$ cat src/rtl/irq_ctrl_pkg.sv
// Shared constants and types for the external interrupt controller.
package irq_ctrl_pkg;

  localparam logic [3:0] ADDR_ENABLE  = 4'h0;
  localparam logic [3:0] ADDR_PENDING = 4'h4;
  localparam logic [3:0] ADDR_CLAIM   = 4'h8;
  localparam logic [3:0] ADDR_EOI     = 4'hC;

  localparam int         ID_W       = 5;
  localparam logic [4:0] CLAIM_NONE = 5'd0;

  typedef enum logic {
    IDLE    = 1'b0,
    CLAIMED = 1'b1
  } state_t;

endpackage

$ cat src/rtl/irq_sync_edge.sv
// Two-flop synchroniser for one asynchronous interrupt line plus a rising-edge detector.
module irq_sync_edge (
  input  logic clk_i,
  input  logic reset_i,
  input  logic async_i,
  output logic rise_o
);

  logic sync1, sync2, sync2_d;

  always_ff @(posedge clk_i) begin
    if (reset_i) begin
      sync1   <= 1'b0;
      sync2   <= 1'b0;
      sync2_d <= 1'b0;
    end else begin
      sync1   <= async_i;
      sync2   <= sync1;
      sync2_d <= sync2;
    end
  end

  assign rise_o = sync2 & ~sync2_d;

endmodule

$ cat src/rtl/irq_ctrl.sv
// Machine external interrupt controller: edge-latched pending bits, enable mask,
// fixed-priority claim on the CSR ack pulse, and a small software register file.
module irq_ctrl
  import irq_ctrl_pkg::*;
#(
  parameter int NUM_IRQ = 8
) (
  input  logic               clk_i,
  input  logic               reset_i,
  input  logic [NUM_IRQ-1:0] irq_i,
  input  logic               ack_i,
  output logic               meip_o,
  input  logic [3:0]         addr_i,
  input  logic               wen_i,
  input  logic [31:0]        wdata_i,
  output logic [31:0]        rdata_o
);

  logic [NUM_IRQ-1:0] rise;
  logic [NUM_IRQ-1:0] pending_q, pending_d;
  logic [NUM_IRQ-1:0] enable_q;
  logic [NUM_IRQ-1:0] req;
  logic [NUM_IRQ-1:0] win_onehot;
  logic [NUM_IRQ-1:0] clr_mask;
  logic [ID_W-1:0]    win_id;
  logic [ID_W-1:0]    claim_id_q;
  logic               win_valid;
  logic               wr_enable, wr_pending, wr_eoi;
  logic               claim_take, claim_spur;
  logic               meip_d;
  logic [31:0]        rdata_d;
  state_t             state_q, state_d;
  logic               unused_wdata;

  for (genvar g = 0; g < NUM_IRQ; g++) begin : g_sync
    irq_sync_edge u_sync (
      .clk_i   (clk_i),
      .reset_i (reset_i),
      .async_i (irq_i[g]),
      .rise_o  (rise[g])
    );
  end

  assign wr_enable    = wen_i && (addr_i == ADDR_ENABLE);
  assign wr_pending   = wen_i && (addr_i == ADDR_PENDING);
  assign wr_eoi       = wen_i && (addr_i == ADDR_EOI);
  assign unused_wdata = ^wdata_i[31:NUM_IRQ];

  assign req       = pending_q & enable_q;
  assign win_valid = |req;

  // Scan from the top so the lowest requesting index is the last one written.
  always_comb begin
    win_onehot = '0;
    win_id     = CLAIM_NONE;
    for (int i = NUM_IRQ - 1; i >= 0; i--) begin
      if (req[i]) begin
        win_onehot    = '0;
        win_onehot[i] = 1'b1;
        win_id        = ID_W'(i + 1);
      end
    end
  end

  always_comb begin
    state_d    = state_q;
    meip_d     = 1'b0;
    claim_take = 1'b0;
    claim_spur = 1'b0;
    case (state_q)
      IDLE: begin
        meip_d = win_valid;
        if (ack_i) begin
          if (win_valid) begin
            claim_take = 1'b1;
            meip_d     = 1'b0;
            state_d    = CLAIMED;
          end else begin
            claim_spur = 1'b1;
          end
        end
      end
      CLAIMED: begin
        if (wr_eoi) state_d = IDLE;
      end
      default: state_d = IDLE;
    endcase
  end

  // A fresh edge always wins over a claim or W1C clear in the same cycle.
  assign clr_mask  = (wr_pending ? wdata_i[NUM_IRQ-1:0] : '0) |
                     (claim_take ? win_onehot : '0);
  assign pending_d = (pending_q & ~clr_mask) | rise;

  always_comb begin
    rdata_d = 32'd0;
    case (addr_i)
      ADDR_ENABLE:  rdata_d = 32'(enable_q);
      ADDR_PENDING: rdata_d = 32'(pending_q);
      ADDR_CLAIM:   rdata_d = 32'(claim_id_q);
      default:      rdata_d = 32'd0;
    endcase
  end

  always_ff @(posedge clk_i) begin
    if (reset_i) begin
      state_q    <= IDLE;
      pending_q  <= '0;
      enable_q   <= '0;
      claim_id_q <= CLAIM_NONE;
      meip_o     <= 1'b0;
      rdata_o    <= 32'd0;
    end else begin
      state_q   <= state_d;
      pending_q <= pending_d;
      meip_o    <= meip_d;
      rdata_o   <= rdata_d;
      if (wr_enable) enable_q <= wdata_i[NUM_IRQ-1:0];
      if (claim_take)      claim_id_q <= win_id;
      else if (claim_spur) claim_id_q <= CLAIM_NONE;
    end
  end

endmodule

$ cat config.mk
export PLATFORM = sky130hd
export DESIGN_NAME = irq_ctrl
export DESIGN_NICKNAME = d
export VERILOG_FILES = /design/src/rtl/irq_ctrl_pkg.sv /design/src/rtl/irq_sync_edge.sv /design/src/rtl/irq_ctrl.sv
export SDC_FILE = /design/constraint.sdc
export NUM_CORES = 1
export LEC_CHECK = 0
export ABC_AREA = 0
export BUFFER_PORTS_ARGS = -buffer_cell sky130_fd_sc_hd__buf_2
export CAP_MARGIN = 10
export CELL_PAD_IN_SITES_DETAIL_PLACEMENT = 0
export CELL_PAD_IN_SITES_GLOBAL_PLACEMENT = 2
export CORE_UTILIZATION = 28
export CTS_BUF_LIST = sky130_fd_sc_hd__clkbuf_16
export CTS_CLUSTER_SIZE = 14
export DETAILED_ROUTE_END_ITERATION = 8
export PLACE_DENSITY_LB_ADDON = 0.2
export SLEW_MARGIN = 20
export SYNTH_ARGS = -nofsm -noshare
export SYNTH_HDL_FRONTEND = slang
export SYNTH_HIERARCHICAL = 1
export SYNTH_SLANG_ARGS = --single-unit
$ cat constraint.sdc
create_clock -name clk_i -period 1.7 [get_ports clk_i]
set_clock_uncertainty 0.1 [all_clocks]
set_input_delay 0.17 -clock clk_i [delete_from_list [all_inputs] [get_ports clk_i]]
set_output_delay 0.17 -clock clk_i [all_outputs]
set_load 0.02 [all_outputs]
After elaboration in Yosys (flattened, before gate mapping)
Cells that the tools add are included.
- flip-flop bits (word level): 79
- latch bits: 0
- RAM bits: 0
- bits in read-only memories: 0
- output and inout bits: 33
- word-level logic and storage cells: 91
- memories: 0
- add/subtract/negate cells: 0
- multipliers: 0
- div/mod/pow operators: 0
- $lt $le $gt $ge: 0
- eq/ne operators: 3
- shift-type cells: 0
- mux-type cells: 29
- bitwise gates (word level): 22
- reductions and logical operators: 7
- operator list (cell ; number):
    two-way mux 8 bit ; 10
    two-way mux 5 bit ; 9
    one-hot mux 8 bit (3 select lines) ; 1
    bitwise AND 8 bit ; 2
    bitwise OR 8 bit ; 2
    NOT 1 bit ; 9
    bitwise AND 1 bit ; 8
    equality test 4 bit (second input constant) ; 2
    NOT 8 bit ; 1
    OR reduction 8 bit ; 1
    two-way mux 1 bit ; 7
    equality test 4 x 3 -> 1 bit (second input constant) ; 1
    zero test 4 bit ; 1
    two-way mux 4 bit ; 1
    logical AND 1 bit ; 3
    OR reduction 3 bit ; 1
    one-hot mux 1 bit (2 select lines) ; 1
    nonzero test 2 bit ; 1

Logic depth before layout (Yosys ltp)
- depth after elaboration: 14
- depth in mapped cells: 6
- depth with buffers taken out: 4

Hierarchy
The synthesis kept the hierarchy.
- modules (own cells, without submodules) (module ; times used ; cells each ; area an instance (sq um)):
    irq_ctrl ; 1 ; 174 ; 1524.0
    irq_sync_edge ; 8 ; 7 ; 87.6

Worst setup path after synthesis
No wires, ideal clock.
- path kind: register to register
- start: reg enable_q[1]
- end: reg pending_q[6]
- setup time: 0.117 ns
- arrival time: 1.218 ns
- setup slack: 0.265 ns
- stages on the path, launching flop included: 5
- path buffers: 0
- period minus slack after synthesis: 1.435 ns
- path through: dfxtp_1 a22oi_1 and3_1 a41oi_1 a32o_1
- word-level cells in the longest chain between the ends: 10
- ends and longest elaborated chain (what ; RTL line ; RTL):
    start: declaration ; irq_ctrl.sv:21 ; logic [NUM_IRQ-1:0] enable_q;
    start signal: assignment ; irq_ctrl.sv:118 ; if (wr_enable) enable_q <= wdata_i[NUM_IRQ-1:0];
    bitwise AND 8 bit (*) ; irq_ctrl.sv:49 ; assign req = pending_q & enable_q;
    OR reduction 8 bit ; irq_ctrl.sv:50 ; assign win_valid = |req;
    two-way mux 1 bit ; irq_ctrl.sv:74 ; if (win_valid) begin
    two-way mux 1 bit ; irq_ctrl.sv:73 ; if (ack_i) begin
    two-way mux 1 bit ; irq_ctrl.sv:70 ; case (state_q)
    two-way mux 8 bit (*) ; irq_ctrl.sv:92 ; (claim_take ? win_onehot : '0);
    bitwise OR 8 bit (*) ; irq_ctrl.sv:91 ; assign clr_mask = (wr_pending ? wdata_i[NUM_IRQ-1:0] : '0) |
    NOT 8 bit (*) ; irq_ctrl.sv:93 ; assign pending_d = (pending_q & ~clr_mask) | rise;
    bitwise AND 8 bit (*) ; irq_ctrl.sv:93 ;
    bitwise OR 8 bit (*) ; irq_ctrl.sv:93 ;
    end signal: assignment ; irq_ctrl.sv:115 ; pending_q <= pending_d;
    end: declaration ; irq_ctrl.sv:20 ; logic [NUM_IRQ-1:0] pending_q, pending_d;
Mark *: on every way between the ends. The rest lies on a longest branch, timed or not.
A chain may end at the register's enable or synchronous reset.

Final worst setup path
- start: in ack_i
- end: reg pending_q[6]
- word-level cells in the longest chain between the ends: 7
- ends and longest elaborated chain (what ; RTL line ; RTL):
    start: declaration ; irq_ctrl.sv:11 ; input logic ack_i,
    two-way mux 1 bit ; irq_ctrl.sv:73 ;
    two-way mux 1 bit ; irq_ctrl.sv:70 ;
    two-way mux 8 bit ; irq_ctrl.sv:92 ;
    bitwise OR 8 bit ; irq_ctrl.sv:91 ;
    NOT 8 bit ; irq_ctrl.sv:93 ;
    bitwise AND 8 bit ; irq_ctrl.sv:93 ;
    bitwise OR 8 bit ; irq_ctrl.sv:93 ;
No other way between the ends.

==> run metrics <==
status complete, no violations; Setup Viol. Count Final 0; grt total ovfl 0; GRT Util Overall 12.2%; Yosys reg bits 54; Core Area just under 0.008 mm^2; post-synth cell types 33; Starting Density between 20% and 30%; Worst Path Required between 1.5 and 2 ns; most frequent cell after synthesis dfxtp_1; # port buffers 32; unrepaired setup endpoints after global routing no; Setup Buffers After CTS 0; total negative setup slack 0 ns; antenna viol nets, final 0; Cell Chain, Critical Path dlygate4sd3_1 -> buf_2 -> nor2b_1 -> and3_2 -> a41oi_1 -> a32o_1; DRT iter0 DRCs 60; total clock buffers created by CTS 5; first-pass GRT wire length roughly 7.7 mm; Avg Vias per Cell 4.25; Slowest-stage cell, CP dlygate4sd3_1; antenna violations before repair 0; kind of critical path in2reg; clock slew at reported path FFs ~0.070 ns; # DRC 0; Site Rows 32; Ports 81; # clock sinks 54; Synth Instances 230; EDFF count, synth 0; Yosys top cell by area dfxtp_1; final hold vios 0; CP Launch Type input port; Util after Layout between 30% and 40%; leading post-synthesis cells by cell area dfxtp_1 (49%), buf_4 (8.1%), nor2b_1 (7.3%); wire per inst 12.3 um; Yosys top cell area share between 40% and 50%; worst-path fanout max 5; vias in the first global route around 1500; largest net degree at the start of global routing 28; ys async rst share 0%; total of max-cap violations 0; CTS max path bufs 2; max incr delay on CP 0.52 ns; Worst VDD drop approximately 0.38 mV; top cells by count, synth dfxtp_1 (54), nor2_1 (28), nor2b_1 (26); dpl hpwl ~3.4 mm; die width roughly 90 um; CTS tree built; Mean Syn Cell Area 9.67 um^2; leak pwr roughly 1.2 nW; crit path DAT 1.69 ns; vias approximately 1700; register area share after synthesis approximately half; drt first pass iters 4; fin crit share between 90% and 100%; fraction of layout cells with a size suffix above 1 a little under a quarter; Root Driver clkbuf_16; RD Place Congestion roughly 0.78; die area slightly above 0.008 mm^2; minimum clock period about 1.6 ns; n_diodes 0; Area Overhead vs Synth 24.5%; Final Slew Violations 0; clk_lat worst skew slightly below 0.3 ns; dominant synthesized flop cell dfxtp_1; fmax between 600 and 700 MHz; Hold Crit Class in2reg; total power divided by cell area 970 mW/mm^2; Die Span Y 91.1 um; final WL 4.82 mm; H-tree levels 2; CP endpoint kind register; synth warn 6; Post-Syn Area around 0.0022 mm^2; nets 337
-- per-stage QoR --
stage          setup slack, ns  cells  instance area [um^2]  total power (W)  hold WS, ns
2_1_floorplan            0.265    253                  2310          0.00152        0.142
3_3_place_gp             0.162    375                  2510          0.00157        0.275
3_5_place_dp             0.156    375                  2510          0.00157        0.273
4_1_cts                 0.0144    392                  2770          0.00273       0.0380
5_1_grt                 0.0160    392                  2770          0.00281       0.0394
6_report                0.0859    392                  2770          0.00269       0.0446
-- flip-flops by register name, summed over array words and instances (netlist names) --
signal / cells
pending_q: 8
g_sync.u_sync/sync1: 8
g_sync.u_sync/sync2: 8
claim_id_q: 4
state_q: 1
g_sync.u_sync/sync2_d: 8
meip_o: 1
rdata_o: 8
enable_q: 8
-- layout by cell type (no fill, tap or decap), types with 4 or more instances in the layout --
cell type,synthesis,layout
a21oi_1,10,10
clkbuf_16,0,5
buf_2,2,32
dfxtp_1,54,54
conb_1,1,24
buf_4,24,18
mux2i_1,16,16
a22oi_1,7,7
nand3_1,10,10
a31oi_1,4,4
nand2_1,11,11
nor2_1,28,28
dlygate4sd3_1,0,9
nor2b_2,8,8
nand4_1,5,5
nor2b_1,26,26
-- cell type report --
cell class                 count  area (um^2)
timing repair buffer          59          385
clock inverter                 3         40.0
multi-input combinational    168         1010
sequential                    54         1080
fill                         828         4920
tap                          102          128
clock buffer                   5          125
inverter                       1         3.75
-- final timing paths --
check | start | end | slack (ns) | depth (start not counted)
max | ack_i | pending_q[6] | 0.09 | 6
min | wdata_i[1] | enable_q[1] | 0.04 | 3
max reg2reg | pending_q[2] | pending_q[6] | 0.21 | 4
min reg2reg | g_sync[2].u_sync/sync1 | g_sync[2].u_sync/sync2 | 0.34 | 1
-- per-layer routing --
metal / vias up / part of all wire [%] / GRT usage, %
li1: 861 / - / -
met1: 764 / 51 / 16.5
met2: 36 / 44 / 18.3
met3: 4 / 3.4 / 2.76
met4: 0 / 1.3 / 5.95
met5: - / 0 / 0
-- worst max-delay path: cells and delay by family --
kind                   cells  cell delay (ns)
AND/OR/NAND/NOR            2             0.48
buffers and inverters      2             0.64
AO/OA/AOI/OAI              2             0.40
-- where the power goes --
part | leakage [nW] | internal [W] | switching (W)
Clock | 0.0836 | 0.000690 | 0.000446
Combinational | 0.633 | 0.0000927 | 0.000138
Sequential | 0.440 | 0.00130 | 0.0000201
Total | 1.16 | 0.00208 | 0.000604
-- logic make-up after synthesis --
kind of cell | share of synthesized area [%]
AND/OR/NAND/NOR | 24.6
AO/OA/AOI/OAI | 9.39
multiplexers | 7.20
flip-flops | 48.6
buffers and inverters | 10.1
other | 0.169
-- timing repair --
item                       in CTS  in global routing
setup endpoints to repair       0                  2
resized for setup               0                  1
hold endpoints to repair        9                  0
hold buffers                    9                  0
Power figures use the tool's default switching activity.
